==> src/rtl/stage_pkg.sv <==
// Shared definitions for the 3x3 weighted-filter pipeline: default datapath
// widths (common with the summation stage) and the normalisation FSM encoding.
package stage_pkg;

    localparam int DEF_NUM_W = 16;  // weighted pixel sum width
    localparam int DEF_DEN_W = 8;   // weight sum width
    localparam int DEF_OUT_W = 8;   // output pixel width

    typedef enum logic [1:0] {
        ST_IDLE = 2'd0,
        ST_DIV  = 2'd1,
        ST_DONE = 2'd2
    } state_t;

endpackage : stage_pkg

==> src/rtl/restoring_div_step.sv <==
// One restoring-division iteration: shift the next dividend bit into the
// partial remainder, then subtract the divisor if it fits.
module restoring_div_step #(
    parameter int DEN_W = 8
) (
    input  logic [DEN_W:0]   i_rem,    // partial remainder, always < i_den
    input  logic             i_bit,    // next dividend bit, MSB first
    input  logic [DEN_W-1:0] i_den,    // divisor, non-zero
    output logic [DEN_W:0]   o_rem,    // updated partial remainder
    output logic             o_q_bit   // quotient bit produced by this step
);

    logic [DEN_W+1:0] w_trial;
    logic [DEN_W:0]   w_diff;

    // Since i_rem < i_den, the shifted value is below 2*i_den, so the
    // difference (when taken) always fits back into DEN_W+1 bits.
    assign w_trial = {i_rem, i_bit};
    assign o_q_bit = (w_trial >= (DEN_W+2)'(i_den));
    assign w_diff  = w_trial[DEN_W:0] - {1'b0, i_den};
    assign o_rem   = o_q_bit ? w_diff : w_trial[DEN_W:0];

endmodule : restoring_div_step

==> src/rtl/stage7.sv <==
// Normalisation stage: divides the weighted pixel sum by the weight sum with
// an iterative restoring divider, producing one rounded, saturated pixel per
// accepted pair. Valid/ready handshakes on both sides, one result in flight.
module stage7
    import stage_pkg::*;
#(
    parameter int NUM_W = DEF_NUM_W,
    parameter int DEN_W = DEF_DEN_W,
    parameter int OUT_W = DEF_OUT_W,
    parameter bit ROUND = 1'b1
) (
    input  logic             clk,
    input  logic             rst,        // asynchronous, active-low
    input  logic [NUM_W-1:0] num,
    input  logic [DEN_W-1:0] den,
    input  logic             in_valid,
    output logic             in_ready,
    output logic [OUT_W-1:0] pix,
    output logic             div_zero,
    output logic             sat,
    output logic             out_valid,
    input  logic             out_ready
);

    localparam int CNT_W = $clog2(NUM_W + 1);

    state_t           r_state;
    state_t           w_next_state;
    logic [NUM_W:0]   r_acc;       // dividend bits shift out, quotient bits shift in
    logic [DEN_W:0]   r_rem;
    logic [DEN_W-1:0] r_den;
    logic [CNT_W-1:0] r_cnt;
    logic             r_in_ready;
    logic             r_out_valid;
    logic [OUT_W-1:0] r_pix;
    logic             r_div_zero;
    logic             r_sat;

    logic             w_accept;
    logic [NUM_W:0]   w_half;
    logic [NUM_W:0]   w_acc_init;
    logic [DEN_W:0]   w_rem_next;
    logic             w_q_bit;
    logic [NUM_W:0]   w_quot;
    logic             w_quot_sat;

    assign w_accept   = in_valid & r_in_ready;

    // Rounding bias is added once up front; the extra accumulator bit absorbs
    // the carry so the full-scale numerator cannot wrap.
    assign w_half     = ROUND ? (NUM_W+1)'(den >> 1) : '0;
    assign w_acc_init = (NUM_W+1)'(num) + w_half;

    restoring_div_step #(
        .DEN_W (DEN_W)
    ) u_step (
        .i_rem   (r_rem),
        .i_bit   (r_acc[NUM_W]),
        .i_den   (r_den),
        .o_rem   (w_rem_next),
        .o_q_bit (w_q_bit)
    );

    // On the last iteration this is the complete NUM_W+1 bit quotient.
    assign w_quot     = {r_acc[NUM_W-1:0], w_q_bit};
    assign w_quot_sat = |w_quot[NUM_W:OUT_W];

    // FSM state register.
    // NOTE: sequential state uses non-blocking assignments so every register samples pre-edge values.
    always_ff @(posedge clk or negedge rst) begin
        if (!rst) r_state <= ST_IDLE;
        else      r_state <= w_next_state;
    end

    // Next-state logic.
    // NOTE: the default assignment first guarantees no latch on any path through the case.
    always_comb begin
        w_next_state = r_state;
        case (r_state)
            ST_IDLE: if (w_accept)       w_next_state = (den == '0) ? ST_DONE : ST_DIV;
            ST_DIV:  if (r_cnt == '0)    w_next_state = ST_DONE;
            ST_DONE: if (out_ready)      w_next_state = ST_IDLE;
            default:                     w_next_state = ST_IDLE;
        endcase
    end

    // Datapath, handshake flags and result registers.
    // NOTE: datapath registers are reset too so an aborted division leaves no residue behind.
    always_ff @(posedge clk or negedge rst) begin
        if (!rst) begin
            r_in_ready  <= 1'b0;
            r_out_valid <= 1'b0;
            r_acc       <= '0;
            r_rem       <= '0;
            r_den       <= '0;
            r_cnt       <= '0;
            r_pix       <= '0;
            r_div_zero  <= 1'b0;
            r_sat       <= 1'b0;
        end else begin
            r_in_ready  <= (w_next_state == ST_IDLE);
            r_out_valid <= (w_next_state == ST_DONE);
            case (r_state)
                ST_IDLE: begin
                    if (w_accept) begin
                        r_den <= den;
                        r_acc <= w_acc_init;
                        r_rem <= '0;
                        r_cnt <= CNT_W'(NUM_W);
                        if (den == '0) begin
                            r_pix      <= '0;
                            r_div_zero <= 1'b1;
                            r_sat      <= 1'b0;
                        end
                    end
                end
                ST_DIV: begin
                    r_acc <= w_quot;
                    r_rem <= w_rem_next;
                    r_cnt <= r_cnt - 1'b1;
                    if (r_cnt == '0) begin
                        r_pix      <= w_quot_sat ? '1 : w_quot[OUT_W-1:0];
                        r_sat      <= w_quot_sat;
                        r_div_zero <= 1'b0;
                    end
                end
                default: ;
            endcase
        end
    end

    assign in_ready  = r_in_ready;
    assign out_valid = r_out_valid;
    assign pix       = r_pix;
    assign div_zero  = r_div_zero;
    assign sat       = r_sat;

endmodule : stage7

==> config.mk <==
export PLATFORM = sky130hd
export DESIGN_NAME = stage7
export DESIGN_NICKNAME = d
export VERILOG_FILES = /design/src/rtl/stage_pkg.sv /design/src/rtl/restoring_div_step.sv /design/src/rtl/stage7.sv
export SDC_FILE = /design/constraint.sdc
export NUM_CORES = 1
export LEC_CHECK = 0
export ABC_AREA = 1
export ABC_CLOCK_PERIOD_IN_PS = 2100
export CAP_MARGIN = 5
export CORE_ASPECT_RATIO = 0.75
export CORE_MARGIN = 2
export CORE_UTILIZATION = 34
export DETAILED_ROUTE_END_ITERATION = 7
export PLACE_DENSITY = 0.5
export SETUP_SLACK_MARGIN = 0.15
export SYNTH_ARGS = -nofsm -noshare
export SYNTH_HDL_FRONTEND = slang
export SYNTH_SLANG_ARGS = --single-unit
export TNS_END_PERCENT = 10
==> constraint.sdc <==
create_clock -name clk -period 2.1 [get_ports clk]
set_input_delay 0.42 -clock clk [delete_from_list [all_inputs] [get_ports clk]]
set_output_delay 0.42 -clock clk [all_outputs]
set_load 0.01 [all_outputs]
; ---- After elaboration in Yosys (flattened, before gate mapping)
; Cells that the tools add are included.
; Widths: inputs -> output; s select.
[totals]
ff_bits = 53
out_inout_bits = 12
wordCells = 55
[op_classes]
mux = 25
n_reduce_logical = 9
magnitude_cmp = 1
n_eq_ne = 6
n_addsub = 3
n_bitwise = 1
[ops]
columns = op, count
row1 = $pmux 17 s2, 1
row2 = $mux 8, 4
row3 = $mux 9, 2
row4 = $pmux 9 s2, 1
row5 = $add 16x7->17, 1
row6 = $mux 17, 1
row7 = $pmux 8 s2, 1
row8 = $ge 10x8->1, 1
row9 = $pmux 5 s2, 1
row10 = $reduce_or 9->1, 1
row11 = $sub 9x8->9, 1
row12 = $logic_not 8->1, 1
row13 = $mux 2, 4
row14 = $mux 1, 6
row15 = $ne 2x2->1 const B, 3
row16 = $pmux 2 s3, 1
row17 = $logic_not 5->1, 1
row18 = $mux 5, 1
row19 = $sub 5x1->5 const B, 1
row20 = $eq 2x2->1 const B, 2
row21 = $logic_not 2->1, 2
row22 = $pmux 1 s2, 2
row23 = $reduce_and 2->1, 2
row24 = $reduce_and 4->1, 1
row25 = other kinds (3), 3

; ---- Depth between registers and ports, before layout
; Gate-level depths: netlist of run 1.
[depth]
ltp_word = 5
depth_mapped = 13
depth_no_buf = 13

; ---- By module
; A second synthesis of run 1 with hierarchy kept.
[hier_totals]
cells_unflattened = 486
area_unflattened_um2 = 3554.7
[by_module_without_submodules]
columns = module, n_inst, seq_area_each_um2, cells_per_inst, area_each_um2
row1 = stage7, 1, 1326.3, 367, 2886.5
row2 = restoring_div_step, 1, 0.0, 119, 668.1

; ---- Worst setup path after synthesis of run 1
; OpenSTA, ideal clock, no wires.
[synth_path]
path_type = flip-flop to flip-flop
start = register r_den[0]
end = register r_rem[3]
slack_ns = 0.362
arrival_time_ns = 1.621
n_path_buf = 1
required_ns = 1.983
stages_incl_launch_ff = 12
cell_sequence = dfrtp_1 -> ha_1 -> fa_1 -> inv_1 -> nand3_1 -> nand2_2 -> nand2_1 -> nand4_2 -> buf_6 -> nand2_1 -> nand3_1 -> nand2_1
[synth_via]
elab_chain_len = 3
elab_cells_between_ends = 4
[synth_rtl]
columns = element, line
row1 = from (decl), stage7.sv:31  ; logic [DEN_W-1:0] r_den;
row2 = from (signal assigned), stage7.sv:106  ; r_den <= den;
row3 = $sub 9x8->9 / $ge 10x8->1 (equally long branches), "restoring_div_step.sv:20, restoring_div_step.sv:19"
row4 = $mux 9 (*), restoring_div_step.sv:21  ; assign o_rem = o_q_bit ? w_diff : w_trial[DEN_W:0];
row5 = $pmux 9 s2 (*), stage7.sv:103  ; case (r_state)
row6 = to (signal assigned), stage7.sv:119  ; r_rem <= w_rem_next;
row7 = to (decl), stage7.sv:30  ; logic [DEN_W:0] r_rem;
; Every way passes the cells marked *; elsewhere a longest branch is shown, timed or not.
; A chain may end at the register's enable or synchronous reset.

; ---- Final worst setup path of run 1
[layout_path]
start = input port num[2]
end = register r_acc[7]
[layout_via]
elab_chain_len = 3
[layout_rtl]
columns = element, line
row1 = from (decl), stage7.sv:14  ; input logic [NUM_W-1:0] num,
row2 = $add 16x7->17, stage7.sv:52  ; assign w_acc_init = (NUM_W+1)'(num) + w_half;
row3 = $mux 17, stage7.sv:105  ; if (w_accept) begin
row4 = $pmux 17 s2, stage7.sv:103
row5 = to (signal assigned), stage7.sv:107  ; r_acc <= w_acc_init;
row6 = to (signal assigned), stage7.sv:118  ; r_acc <= w_quot;
row7 = to (decl), stage7.sv:29  ; logic [NUM_W:0] r_acc;
; Every way passes these cells. The select of a mux whose other input is x is not followed.

==> metrics.txt, run 1 <==
# TYPE chip_impl_metric gauge
chip_impl_metric{name="synth.cell_area",unit="µm²"} 3492
chip_impl_metric{name="dr.pass1.iters",unit=""} 4
chip_impl_metric{name="synth.yosys.warnings",unit=""} 0
chip_impl_metric{name="final_hold_viol_count",unit=""} 0
chip_impl_info{name="postSynth.topFlopCell",value="sky130_fd_sc_hd__dfrtp_1"} 1
chip_impl_info{name="end_kind",value="flip-flop"} 1
chip_impl_metric{name="cts_inserted_buffers",unit=""} 5
chip_impl_metric{name="clock_sinks",unit=""} 53
chip_impl_metric{name="clk-insertion-delay-late",unit="ns"} 0.30
chip_impl_metric{name="max_clock_freq",unit="GHz"} 0.5310
chip_impl_metric{name="finalSetupViolCount",unit=""} 0
chip_impl_metric{name="first_global_vias",unit=""} 3118
chip_impl_metric{name="ys_seq_elements",unit=""} 53
chip_impl_metric{name="clk_pin_slew_worst_paths",unit="ns"} 0.07
chip_impl_info{name="tritoncts",value="done"} 1
chip_impl_info{name="grt_setup_unrepaired",value="yes"} 1
chip_impl_info{name="outcome",value="finished, final reports clean"} 1
chip_impl_metric{name="num_vias",unit=""} 3255
chip_impl_metric{name="die_height",unit="µm"} 91.77
chip_impl_metric{name="die_area",unit="µm²"} 11110
chip_impl_info{name="cts_root_buffer",value="sky130_fd_sc_hd__clkbuf_16"} 1
chip_impl_metric{name="worst-r2r-cell-count",unit=""} 11
chip_impl_metric{name="antennaDiodeCount",unit=""} 0
chip_impl_metric{name="synth.distinct_cells",unit=""} 36
chip_impl_metric{name="wl_per_cell",unit="µm"} 13.36
chip_impl_metric{name="groute.usage.overall",unit="%"} 17.68
chip_impl_metric{name="ir_drop",unit="µV"} 472.9
chip_impl_metric{name="io_pins",unit=""} 40
chip_impl_metric{name="grt_first_pass_wirelength",unit="µm"} 15570
chip_impl_metric{name="antenna_violating_nets_post_route",unit=""} 0
chip_impl_metric{name="area_growth",unit="%"} 26.16
chip_impl_metric{name="layout_worst_path_cycle_share",unit="%"} 89.67
chip_impl_metric{name="fillCellCount",unit=""} 1049
chip_impl_metric{name="num-nets-final",unit=""} 594
chip_impl_metric{name="port-buffer-count",unit=""} 39
chip_impl_metric{name="cp.arrival",unit="ns"} 2.12
chip_impl_metric{name="worst-endpoint-required",unit="ns"} 2.34
chip_impl_metric{name="placement_rows",unit=""} 32
chip_impl_metric{name="place_inst",unit=""} 674
chip_impl_metric{name="min_period",unit="ns"} 1.883
chip_impl_metric{name="final_cell_count_no_fill",unit=""} 684
chip_impl_metric{name="drcViolationCount",unit=""} 0
chip_impl_metric{name="die_width",unit="µm"} 121.0
chip_impl_metric{name="drive_above_1_share",unit="%"} 12.96
chip_impl_info{name="final_common_cell",value="sky130_fd_sc_hd__nand2_1"} 1
chip_impl_metric{name="cts_max_level",unit=""} 2
chip_impl_metric{name="synth_largest_type_area_fraction",unit="%"} 37.98
chip_impl_metric{name="dp.final_hpwl",unit="µm"} 6957
chip_impl_metric{name="worstPathMaxFanout",unit=""} 4
chip_impl_info{name="most-common-layout-cells",value="sky130_fd_sc_hd__nand2_1 (152), sky130_fd_sc_hd__inv_1 (70), sky130_fd_sc_hd__dfrtp_1 (53), sky130_fd_sc_hd__nand3_1 (45), sky130_fd_sc_hd__clkdlybuf4s50_1 (37)"} 1
chip_impl_metric{name="grt_antenna_before_repair",unit=""} 0
chip_impl_info{name="worstSetupPathType",value="input port to flip-flop"} 1
chip_impl_info{name="synth_top_cell_by_area",value="sky130_fd_sc_hd__dfrtp_1"} 1
chip_impl_metric{name="synthArstFlopShare",unit="%"} 100.0
chip_impl_metric{name="synth_fp_nets",unit=""} 532
chip_impl_metric{name="pin_count_of_the_biggest_net_entering_global_routing",unit=""} 54
chip_impl_metric{name="global_route.overflow_total",unit=""} 0
chip_impl_metric{name="skew",unit="ns"} 0.008660
chip_impl_metric{name="synth.yosys.seq_area_share",unit="%"} 37.98
chip_impl_metric{name="starting_utilization_of_the_core_area",unit="%"} 34.47
chip_impl_metric{name="fin_worst_hold_slack",unit="ns"} 0.09973
chip_impl_info{name="synth_top_cells_by_area",value="sky130_fd_sc_hd__dfrtp_1 (38%), sky130_fd_sc_hd__nand2_1 (17%), sky130_fd_sc_hd__inv_1 (7.6%)"} 1
chip_impl_metric{name="postSynthAreaPerCell",unit="µm²"} 7.200
chip_impl_info{name="startpoint_type",value="input port"} 1
chip_impl_metric{name="synthCells",unit=""} 485
chip_impl_metric{name="max-clock-path-buffers",unit=""} 2
chip_impl_info{name="worstHoldPathType",value="input port to asynchronous set/reset pin"} 1
chip_impl_metric{name="post_drt_via_cell_ratio",unit=""} 4.759
chip_impl_metric{name="core",unit="µm²"} 10130
chip_impl_metric{name="power.static_leakage",unit="µW"} 0.002204
chip_impl_metric{name="detailedRoute.firstIterationViolations",unit=""} 231
chip_impl_metric{name="hold_buffers",unit=""} 0
chip_impl_metric{name="powerDensity",unit="nW/µm²"} 1528
chip_impl_metric{name="synth_enable_flop_cells",unit=""} 0
chip_impl_metric{name="slew_headroom",unit="%"} 75.53
chip_impl_metric{name="gpl.final_weighted_congestion",unit=""} 0.8812
chip_impl_metric{name="route.final.wire_length",unit="µm"} 9138
chip_impl_metric{name="worst_slew_pin_slew",unit="ns"} 0.3636
chip_impl_metric{name="report.final.slew_viol_count",unit=""} 0
chip_impl_metric{name="max_cap_viol_count",unit=""} 0
[per-stage QoR]
stage / total power (µW) / setup WS, ns / util [%] / cell area, µm² / setup TNS (ns)
after floorplan: 4661 / 0.3616 / - / 3492 / 0
after detailed placement: 5787 / -0.3053 / 41.25 / 4179 / -2.097
final: 6732 / 0.2169 / 43.49 / 4405 / 0
after global routing: 7502 / 0.1297 / 43.49 / 4405 / 0
after CTS: 6646 / 0.06718 / 42.71 / 4327 / 0
after global placement: 5745 / -0.2482 / 41.25 / 4179 / -1.784
[sequential cells by signal, indices dropped and copies added (netlist names)]
name / count
pix: 8
r_cnt: 5
in_ready: 1
r_state: 2
r_den: 8
r_acc: 17
div_zero: 1
sat: 1
r_rem: 9
out_valid: 1
[cell families (layout without fill, tap and decap cells)]
family | after synthesis | after routing | synth area share [%]
DFF | 53 | 53 | 37.98
AOI/OAI and AO/OA | 50 | 50 | 8.420
buffers and inverters | 88 | 150 | 10.61
xor gates and xnor gates | 6 | 6 | 1.505
and+or+nand+nor | 269 | 270 | 34.25
adders and majority gates | 19 | 19 | 7.237
[repair_timing]
action | in CTS | in global routing
cloned | 0 | 1
endpoints found under the hold margin | 0 | 0
setup buffers | 0 | 1
gates resized for setup | 1 | 18
setup endpoints to repair | 14 | 23
[per-layer routing]
metal,routed length (µm),GRT usage [%],share of wire [%]
met1,5126,27.39,56
met2,3500,25.14,38
met3,422,3.545,4.6
met4,89,3.682,0.97
met5,0,0,0
[final timing paths]
check                                      start                     to  slack [ns]
min                                          rst   r_rem[1]$_DFFE_PN0P_         0.1
min reg2reg                      sat$_DFFE_PN0P_        sat$_DFFE_PN0P_        0.47
max                                       num[2]   r_acc[7]$_DFFE_PN0P_        0.22
min in group clk                 sat$_DFFE_PN0P_        sat$_DFFE_PN0P_        0.47
max reg2reg                r_acc[16]$_DFFE_PN0P_   r_rem[8]$_DFFE_PN0P_        0.25
max in group asynchronous                    rst  r_acc[10]$_DFFE_PN0P_        1.74
[power by group]
| group | switching [µW] | internal, µW | total (µW) |
|---|---|---|---|
| combinational | 2430 | 1620 | 4060 |
| sequential | 296 | 1540 | 1840 |
| clock | 394 | 445 | 839 |
| total | 3120 | 3610 | 6730 |
[cells in the mapped netlist (2+ instances only)]
cell / number
sky130_fd_sc_hd__buf_2: 5
sky130_fd_sc_hd__nand4_1: 11
sky130_fd_sc_hd__fa_1: 2
sky130_fd_sc_hd__inv_1: 71
sky130_fd_sc_hd__o211ai_1: 4
sky130_fd_sc_hd__buf_6: 3
sky130_fd_sc_hd__o21bai_1: 2
sky130_fd_sc_hd__xnor2_1: 4
sky130_fd_sc_hd__nand3_1: 46
sky130_fd_sc_hd__o221ai_1: 2
sky130_fd_sc_hd__nand4_2: 2
sky130_fd_sc_hd__nor2_1: 29
sky130_fd_sc_hd__o21ai_1: 8
sky130_fd_sc_hd__nor3_1: 4
sky130_fd_sc_hd__dfrtp_1: 53
sky130_fd_sc_hd__o21ai_0: 14
sky130_fd_sc_hd__nand3b_1: 5
sky130_fd_sc_hd__nor4_1: 2
sky130_fd_sc_hd__inv_2: 6
sky130_fd_sc_hd__nand2_2: 6
sky130_fd_sc_hd__nor2_4: 2
sky130_fd_sc_hd__xor2_1: 2
sky130_fd_sc_hd__ha_1: 17
sky130_fd_sc_hd__a21oi_1: 10
sky130_fd_sc_hd__nand2_1: 154
sky130_fd_sc_hd__nor2_2: 2
sky130_fd_sc_hd__o22ai_1: 8
sky130_fd_sc_hd__buf_4: 3
[critical path, cell delays in order]
cell and delay (ns):
sky130_fd_sc_hd__clkdlybuf4s50_1 0.41, sky130_fd_sc_hd__ha_1 0.33, sky130_fd_sc_hd__or2_1 0.21, sky130_fd_sc_hd__nand2_1 0.15, sky130_fd_sc_hd__inv_1 0.08, sky130_fd_sc_hd__nand2_1 0.08, sky130_fd_sc_hd__nand2_1 0.11, sky130_fd_sc_hd__nand2_1 0.07
sky130_fd_sc_hd__nand3_1 0.14, sky130_fd_sc_hd__nand3b_1 0.12
[cell type report]
cell class | count | area [µm²] | share of cell area [%]
tap | 136 | 170.2 | 3.863
inverter | 77 | 289.0 | 6.561
multi-input combinational | 345 | 1864 | 42.32
clock buffer | 5 | 125.1 | 2.840
timing repair buffer | 65 | 608.1 | 13.80
clock inverter | 3 | 22.52 | 0.5112
sequential | 53 | 1326 | 30.11
Note: power is estimated with default switching activity, not from simulation.
==> inputs of run 2 (changes only) <==
--- a/config.mk
+++ b/config.mk
@@ -10,9 +10,10 @@
 export CAP_MARGIN = 5
 export CORE_ASPECT_RATIO = 0.75
 export CORE_MARGIN = 2
-export CORE_UTILIZATION = 34
+export CORE_UTILIZATION = 58
 export DETAILED_ROUTE_END_ITERATION = 7
-export PLACE_DENSITY = 0.5
+export DONT_BUFFER_PORTS = 1
+export PLACE_DENSITY = 0.71
 export SETUP_SLACK_MARGIN = 0.15
 export SYNTH_ARGS = -nofsm -noshare
 export SYNTH_HDL_FRONTEND = slang
==> run 2 against run 1 <==
Net effect: clock-buffer cell count unchanged; combinational power down 9.4%; worst setup slack improved by 0.040 ns; total power decreased by 8.1%; sequential cell count stayed put.
==> metrics.txt, run 2 (synthesis gave the netlist of run 1 again) <==
# TYPE chip_impl_metric gauge
chip_impl_metric{name="pin_count_of_the_biggest_net_entering_global_routing",unit=""} 54
chip_impl_metric{name="largest_register_ffs",unit=""} 17
chip_impl_metric{name="die_width",unit="µm"} 93.60
chip_impl_metric{name="cp.arrival",unit="ns"} 2.03
chip_impl_info{name="registers_with_the_most_flip_flops",value="r_acc: 17 flops, r_rem: 9 flops"} 1
chip_impl_metric{name="max_cap_viol_count",unit=""} 0
chip_impl_metric{name="area_growth",unit="%"} 6.700
chip_impl_metric{name="post_drt_via_cell_ratio",unit=""} 5.468
chip_impl_metric{name="final_cell_count_no_fill",unit=""} 570
chip_impl_metric{name="wl_per_cell",unit="µm"} 14.67
chip_impl_metric{name="powerDensity",unit="nW/µm²"} 1660
chip_impl_metric{name="postLayoutCellArea",unit="µm²"} 3726
chip_impl_metric{name="grt_antenna_before_repair",unit=""} 0
chip_impl_info{name="cp_slowest_cell",value="sky130_fd_sc_hd__dfrtp_1"} 1
chip_impl_info{name="end_kind",value="flip-flop"} 1
chip_impl_metric{name="placement_rows",unit=""} 24
chip_impl_info{name="worstPathCellList",value="ha_1 > nand2_1 > nand2_1 > a21oi_2 > nand4_2 > nand3_1 > nand3_1"} 1
chip_impl_metric{name="max_clock_freq",unit="GHz"} 0.5424
chip_impl_metric{name="drive_above_1_share",unit="%"} 8.943
chip_impl_metric{name="fillCellCount",unit=""} 546
chip_impl_metric{name="detailedRoute.firstIterationViolations",unit=""} 231
chip_impl_metric{name="final_critical_path_setup_slack",unit="ns"} 0.2564
chip_impl_metric{name="core",unit="µm²"} 5826
chip_impl_metric{name="num_vias",unit=""} 3117
chip_impl_metric{name="placement.setup.worst_slack",unit="ns"} 0.1888
chip_impl_metric{name="global_route.overflow_total",unit=""} 0
chip_impl_metric{name="min_period",unit="ns"} 1.844
chip_impl_metric{name="groute.usage.overall",unit="%"} 25.74
chip_impl_metric{name="clock_sinks",unit=""} 53
chip_impl_metric{name="detailed_place.area",unit="µm²"} 3546
chip_impl_metric{name="layout_worst_path_cycle_share",unit="%"} 87.79
chip_impl_metric{name="io_pins",unit=""} 40
chip_impl_metric{name="worst-endpoint-required",unit="ns"} 2.28
chip_impl_metric{name="port-buffer-count",unit=""} 0
chip_impl_metric{name="starting_utilization_of_the_core_area",unit="%"} 59.94
chip_impl_metric{name="power",unit="µW"} 6185
chip_impl_info{name="cts_root_buffer",value="sky130_fd_sc_hd__clkbuf_8"} 1
chip_impl_metric{name="grt_first_pass_wirelength",unit="µm"} 13600
chip_impl_metric{name="num-nets-final",unit=""} 538
chip_impl_metric{name="final_hold_viol_count",unit=""} 0
chip_impl_metric{name="worstPathMaxFanout",unit=""} 5
chip_impl_info{name="largest_register_by_flop_count",value="r_acc"} 1
chip_impl_info{name="tritoncts",value="done"} 1
chip_impl_info{name="most-common-layout-cells",value="sky130_fd_sc_hd__nand2_1 (153), sky130_fd_sc_hd__inv_1 (70), sky130_fd_sc_hd__dfrtp_1 (53), sky130_fd_sc_hd__nand3_1 (46), sky130_fd_sc_hd__nor2_1 (29)"} 1
chip_impl_metric{name="ir_drop",unit="µV"} 729.1
chip_impl_metric{name="clk_pin_slew_worst_paths",unit="ns"} 0.10
chip_impl_metric{name="antennaDiodeCount",unit=""} 0
chip_impl_metric{name="die_height",unit="µm"} 71.20
chip_impl_metric{name="setup_tns",unit="ns"} 0
chip_impl_info{name="startpoint_type",value="flip-flop"} 1
chip_impl_metric{name="max-clock-path-buffers",unit=""} 2
chip_impl_metric{name="gpl.final_weighted_congestion",unit=""} 0.8905
chip_impl_info{name="worstSetupPathType",value="flip-flop to flip-flop"} 1
chip_impl_metric{name="place_inst",unit=""} 557
chip_impl_metric{name="dr.pass1.iters",unit=""} 5
chip_impl_metric{name="finalSetupViolCount",unit=""} 0
chip_impl_metric{name="die_area",unit="µm²"} 6664
chip_impl_info{name="grt_setup_unrepaired",value="no"} 1
chip_impl_metric{name="cts_inserted_buffers",unit=""} 5
chip_impl_metric{name="route.final.wire_length",unit="µm"} 8363
chip_impl_metric{name="power.static_leakage",unit="µW"} 0.001934
chip_impl_metric{name="antenna_violating_nets_post_route",unit=""} 0
chip_impl_metric{name="report.final.slew_viol_count",unit=""} 0
chip_impl_metric{name="clk-insertion-delay-late",unit="ns"} 0.31
chip_impl_info{name="worstHoldPathType",value="input port to flip-flop"} 1
chip_impl_metric{name="worst_path_largest_cell_delay",unit="ns"} 0.42
chip_impl_metric{name="first_global_vias",unit=""} 2775
chip_impl_metric{name="skew",unit="ns"} 0.009420
chip_impl_metric{name="worst_slew_pin_slew",unit="ns"} 0.5194
chip_impl_metric{name="cts_max_level",unit=""} 2
chip_impl_metric{name="drcViolationCount",unit=""} 0
chip_impl_info{name="outcome",value="finished, final reports clean"} 1
chip_impl_metric{name="slew_headroom",unit="%"} 65.00
chip_impl_metric{name="dp.final_hpwl",unit="µm"} 6276
chip_impl_info{name="final_common_cell",value="sky130_fd_sc_hd__nand2_1"} 1
run 2: changes by cell type in the layout (fill, tap and decap cells not counted), moves of 2 or more:
cell and change:
sky130_fd_sc_hd__buf_12 -2, sky130_fd_sc_hd__o21ai_2 -2, sky130_fd_sc_hd__clkbuf_8 +5, sky130_fd_sc_hd__a21oi_1 +2, sky130_fd_sc_hd__clkbuf_16 -5, sky130_fd_sc_hd__a21oi_2 -2
sky130_fd_sc_hd__buf_4 -18, sky130_fd_sc_hd__clkdlybuf4s50_1 -37, sky130_fd_sc_hd__o21ai_0 +3
run 2: timing repair:
action,4_1_cts,5_1_grt
resized for setup,0,7
setup buffers,0,2
endpoints found under the hold margin,53,0
endpoints found under the setup margin,0,10
hold buffers,2,0
run 2: layout make-up:
type                    count  area, µm²  share of cell area, %
multi-input cells         345       1828                  49.06
flip-flops and latches     53       1326                  35.59
inverters                  77      289.0                  7.757
well taps                  78      97.59                  2.619
repair buffers              9      93.84                  2.518
clock buffers               5      68.82                  1.847
clock inverters             3      22.52                 0.6044
run 2: critical path: cells and delay by family, from the launching register on:
family | cells | cell delay [ns]
simple gates | 5 | 0.66
flops | 1 | 0.42
fa+ha+maj | 1 | 0.38
compound gates | 1 | 0.26
run 2: through the flow:
stage / util, % / hold WS, ns
finish: 63.96 / 0.2301
global route: 63.96 / 0.2252
CTS: 63.08 / 0.2244
detailed placement: 60.87 / 0.1255
global placement: 60.87 / 0.1256
floorplan: - / 0.1244
run 2: layer usage:
| metal | wire, µm | vias up | global-route usage [%] |
|---|---|---|---|
| met1 | 4321 | 1423 | 41.65 |
| met3 | 612 | 6 | 5.112 |
| met4 | 38 | 0 | 2.899 |
| met2 | 3391 | 122 | 36.77 |
| li1 | - | 1566 | - |
| met5 | 0 | - | 0 |
run 2: path summary, 6_finish.rpt:
check	cells past startpoint	startpoint	endpoint	slack, ns
min reg2reg	2	r_acc[5]$_DFFE_PN0P_	r_acc[5]$_DFFE_PN0P_	0.51
max in group asynchronous	2	rst	r_acc[12]$_DFFE_PN0P_	1.25
max reg2reg	7	r_rem[4]$_DFFE_PN0P_	pix[0]$_DFFE_PN0P_	0.26
min	2	den[0]	r_den[0]$_DFFE_PN0P_	0.23
min in group asynchronous	2	rst	pix[5]$_DFFE_PN0P_	0.63
max	7	r_rem[4]$_DFFE_PN0P_	pix[0]$_DFFE_PN0P_	0.26
run 2: report_power, final:
| group | internal [µW] | switching, µW |
|---|---|---|
| Sequential | 1540 | 371 |
| Clock | 238 | 358 |
| Combinational | 1360 | 2320 |
| Total | 3130 | 3050 |
==> inputs of run 3 (changes only) <==
--- a/config.mk
+++ b/config.mk
@@ -10,10 +10,10 @@
 export CAP_MARGIN = 5
 export CORE_ASPECT_RATIO = 0.75
 export CORE_MARGIN = 2
-export CORE_UTILIZATION = 58
+export CORE_UTILIZATION = 45
 export DETAILED_ROUTE_END_ITERATION = 7
 export DONT_BUFFER_PORTS = 1
-export PLACE_DENSITY = 0.71
+export PLACE_DENSITY = 0.57
 export SETUP_SLACK_MARGIN = 0.15
 export SYNTH_ARGS = -nofsm -noshare
 export SYNTH_HDL_FRONTEND = slang
==> run 3 against run 2 <==
Net effect: clock-buffer cell count rose by 1; combinational power rose by 1%; worst hold slack improved by 0.0046 ns; worst setup slack improved by 0.040 ns; clock skew barely moved; sequential cell count did not move; via count fell by 2.3%; clock power fell by 2%; non-clock buffer count rose by 1; register-to-register slack improved by 0.04 ns; utilization fell by 13 points; critical path depth rose by 1; highest routed layer unchanged.
==> metrics.txt, run 3 (synthesis gave the netlist of run 1 again) <==
# TYPE chip_impl_metric gauge
chip_impl_metric{name="global_route.overflow_total",unit=""} 0
chip_impl_metric{name="groute.layer.met2.usage",unit="%"} 31.16
chip_impl_metric{name="final_hold_viol_count",unit=""} 0
chip_impl_metric{name="starting_utilization_of_the_core_area",unit="%"} 46.99
chip_impl_metric{name="gpl.final_weighted_congestion",unit=""} 0.8756
chip_impl_metric{name="cts_max_level",unit=""} 2
chip_impl_info{name="startpoint_type",value="flip-flop"} 1
chip_impl_metric{name="io_pins",unit=""} 40
chip_impl_metric{name="skew",unit="ns"} 0.009674
chip_impl_info{name="registers_with_the_most_flip_flops",value="r_acc: 17 flops, r_rem: 9 flops"} 1
chip_impl_metric{name="largest_register_ffs",unit=""} 17
chip_impl_metric{name="min_period",unit="ns"} 1.803
chip_impl_metric{name="num_vias",unit=""} 3044
chip_impl_metric{name="area_growth",unit="%"} 8.169
chip_impl_metric{name="die_width",unit="µm"} 105.7
chip_impl_metric{name="final_core_util",unit="%"} 50.82
chip_impl_metric{name="clk-insertion-delay-late",unit="ns"} 0.31
chip_impl_metric{name="setup_tns",unit="ns"} 0
chip_impl_metric{name="die_height",unit="µm"} 80.29
chip_impl_metric{name="wl_per_cell",unit="µm"} 14.23
chip_impl_metric{name="min_path_cells",unit=""} 2
chip_impl_metric{name="slew_headroom",unit="%"} 64.77
chip_impl_info{name="end_kind",value="flip-flop"} 1
chip_impl_info{name="worstHoldPathType",value="input port to flip-flop"} 1
chip_impl_info{name="tritoncts",value="done"} 1
chip_impl_info{name="grt.busiest_layer",value="met1"} 1
chip_impl_info{name="hold_path.startpoint",value="den[1]"} 1
chip_impl_info{name="final_common_cell",value="sky130_fd_sc_hd__nand2_1"} 1
chip_impl_metric{name="finalSetupViolCount",unit=""} 0
chip_impl_info{name="cp-startpoint",value="r_rem[3]$_DFFE_PN0P_"} 1
chip_impl_metric{name="report.final.slew_viol_count",unit=""} 0
chip_impl_metric{name="grt_antenna_before_repair",unit=""} 0
chip_impl_info{name="largest_register_by_flop_count",value="r_acc"} 1
chip_impl_metric{name="first_global_vias",unit=""} 2931
chip_impl_metric{name="groute.usage.overall",unit="%"} 21.74
chip_impl_metric{name="power",unit="µW"} 6212
chip_impl_info{name="outcome",value="finished, final reports clean"} 1
chip_impl_metric{name="powerDensity",unit="nW/µm²"} 1645
chip_impl_metric{name="core",unit="µm²"} 7432
chip_impl_metric{name="cp.arrival",unit="ns"} 2.01
chip_impl_metric{name="worst_slew_pin_slew",unit="ns"} 0.5237
chip_impl_metric{name="worst-r2r-cell-count",unit=""} 8
chip_impl_metric{name="post_drt_via_cell_ratio",unit=""} 5.125
chip_impl_metric{name="dr.pass1.iters",unit=""} 4
chip_impl_info{name="grt_setup_unrepaired",value="yes"} 1
chip_impl_metric{name="max_cap_viol_count",unit=""} 0
chip_impl_metric{name="detailedRoute.firstIterationViolations",unit=""} 221
chip_impl_metric{name="max-clock-path-buffers",unit=""} 2
chip_impl_metric{name="grtUsageMet3",unit="%"} 4.789
chip_impl_info{name="r2r-start",value="r_rem[3]$_DFFE_PN0P_"} 1
chip_impl_info{name="most-common-layout-cells",value="sky130_fd_sc_hd__nand2_1 (153), sky130_fd_sc_hd__inv_1 (71), sky130_fd_sc_hd__dfrtp_1 (53), sky130_fd_sc_hd__nand3_1 (46), sky130_fd_sc_hd__nor2_1 (29)"} 1
chip_impl_info{name="cts_root_buffer",value="sky130_fd_sc_hd__clkbuf_8"} 1
chip_impl_metric{name="worstPathMaxFanout",unit=""} 10
chip_impl_metric{name="drcViolationCount",unit=""} 0
chip_impl_metric{name="drive_above_1_share",unit="%"} 8.925
chip_impl_metric{name="power.static_leakage",unit="µW"} 0.001938
chip_impl_metric{name="fillCellCount",unit=""} 780
chip_impl_metric{name="antennaDiodeCount",unit=""} 0
chip_impl_metric{name="clk_pin_slew_worst_paths",unit="ns"} 0.10
chip_impl_metric{name="num-nets-final",unit=""} 539
chip_impl_metric{name="worst-endpoint-required",unit="ns"} 2.31
chip_impl_metric{name="route.final.wire_length",unit="µm"} 8454
chip_impl_metric{name="placement_rows",unit=""} 27
chip_impl_info{name="worstSetupPathType",value="flip-flop to flip-flop"} 1
chip_impl_metric{name="pin_count_of_the_biggest_net_entering_global_routing",unit=""} 54
chip_impl_metric{name="gr-usage-met1",unit="%"} 33.55
chip_impl_metric{name="ir_drop",unit="µV"} 822.9
chip_impl_metric{name="clock_sinks",unit=""} 53
chip_impl_metric{name="port-buffer-count",unit=""} 0
chip_impl_metric{name="fin_worst_hold_slack",unit="ns"} 0.2347
chip_impl_metric{name="grt_first_pass_wirelength",unit="µm"} 14590
chip_impl_metric{name="layout_worst_path_cycle_share",unit="%"} 85.87
chip_impl_metric{name="antenna_violating_nets_post_route",unit=""} 0
chip_impl_metric{name="die_area",unit="µm²"} 8488
chip_impl_metric{name="dp.final_hpwl",unit="µm"} 6422
chip_impl_metric{name="cts_inserted_buffers",unit=""} 5
chip_impl_metric{name="max_clock_freq",unit="GHz"} 0.5546
chip_impl_metric{name="detailed_place.area",unit="µm²"} 3602
chip_impl_metric{name="postLayoutCellArea",unit="µm²"} 3777
-- run 3: critical path, cell delays in order, from the launching register on --
cell                      delay, ns
sky130_fd_sc_hd__dfrtp_1       0.43
sky130_fd_sc_hd__ha_2          0.40
sky130_fd_sc_hd__nand2_2       0.11
sky130_fd_sc_hd__nor2_4        0.16
sky130_fd_sc_hd__nand2_2       0.19
sky130_fd_sc_hd__nand4_4       0.20
sky130_fd_sc_hd__nand2_1       0.08
sky130_fd_sc_hd__nand3_1       0.09
sky130_fd_sc_hd__nand2_1       0.05
-- run 3: timing repair --
action / in CTS / in global routing
endpoints found under the hold margin: 53 / 0
gates resized for setup: 0 / 7
setup endpoints to repair: 0 / 11
setup buffers: 0 / 1
hold buffers: 2 / 0
-- run 3: stage by stage --
| step | setup slack (ns) | cells |
|---|---|---|
| after global placement | 0.1316 | 582 |
| after floorplan | 0.3616 | 485 |
| after global routing | 0.1354 | 594 |
| final | 0.2968 | 594 |
| after CTS | 0.1611 | 592 |
| after detailed placement | 0.1315 | 582 |
-- run 3: area by class of cell --
type                            instances  area (µm²)  share of cell area [%]
Inverter                               77       289.0                   7.652
Tap cell                              101       126.4                   3.345
Multi-Input combinational cell        345        1839                   48.69
Sequential cell                        53        1326                   35.11
Timing Repair Buffer                   10       110.1                   2.915
Clock inverter                          2       13.76                  0.3644
Clock buffer                            6       72.57                   1.921
-- run 3: path summary, 6_finish.rpt --
path / endpoint / slack, ns
min: r_den[1]$_DFFE_PN0P_ / 0.23
max in group asynchronous: r_acc[9]$_DFFE_PN0P_ / 1.24
max: r_rem[1]$_DFFE_PN0P_ / 0.30
max reg2reg: r_rem[1]$_DFFE_PN0P_ / 0.30
min in group asynchronous: r_rem[0]$_DFFE_PN0P_ / 0.62
min reg2reg: r_den[0]$_DFFE_PN0P_ / 0.50
-- run 3: where the power goes --
| group | switching [µW] | leakage (µW) | internal, µW |
|---|---|---|---|
| Combinational | 2310 | 0.00125 | 1410 |
| Clock | 345 | 0.0000456 | 239 |
| Sequential | 372 | 0.000639 | 1540 |
| Total | 3030 | 0.00194 | 3190 |
-- run 3: per-layer routing --
layer	part of all wire, %	vias up
li1	-	1570
met1	55	1391
met2	38	77
met3	6.9	6
met4	0.58	0
met5	0	-
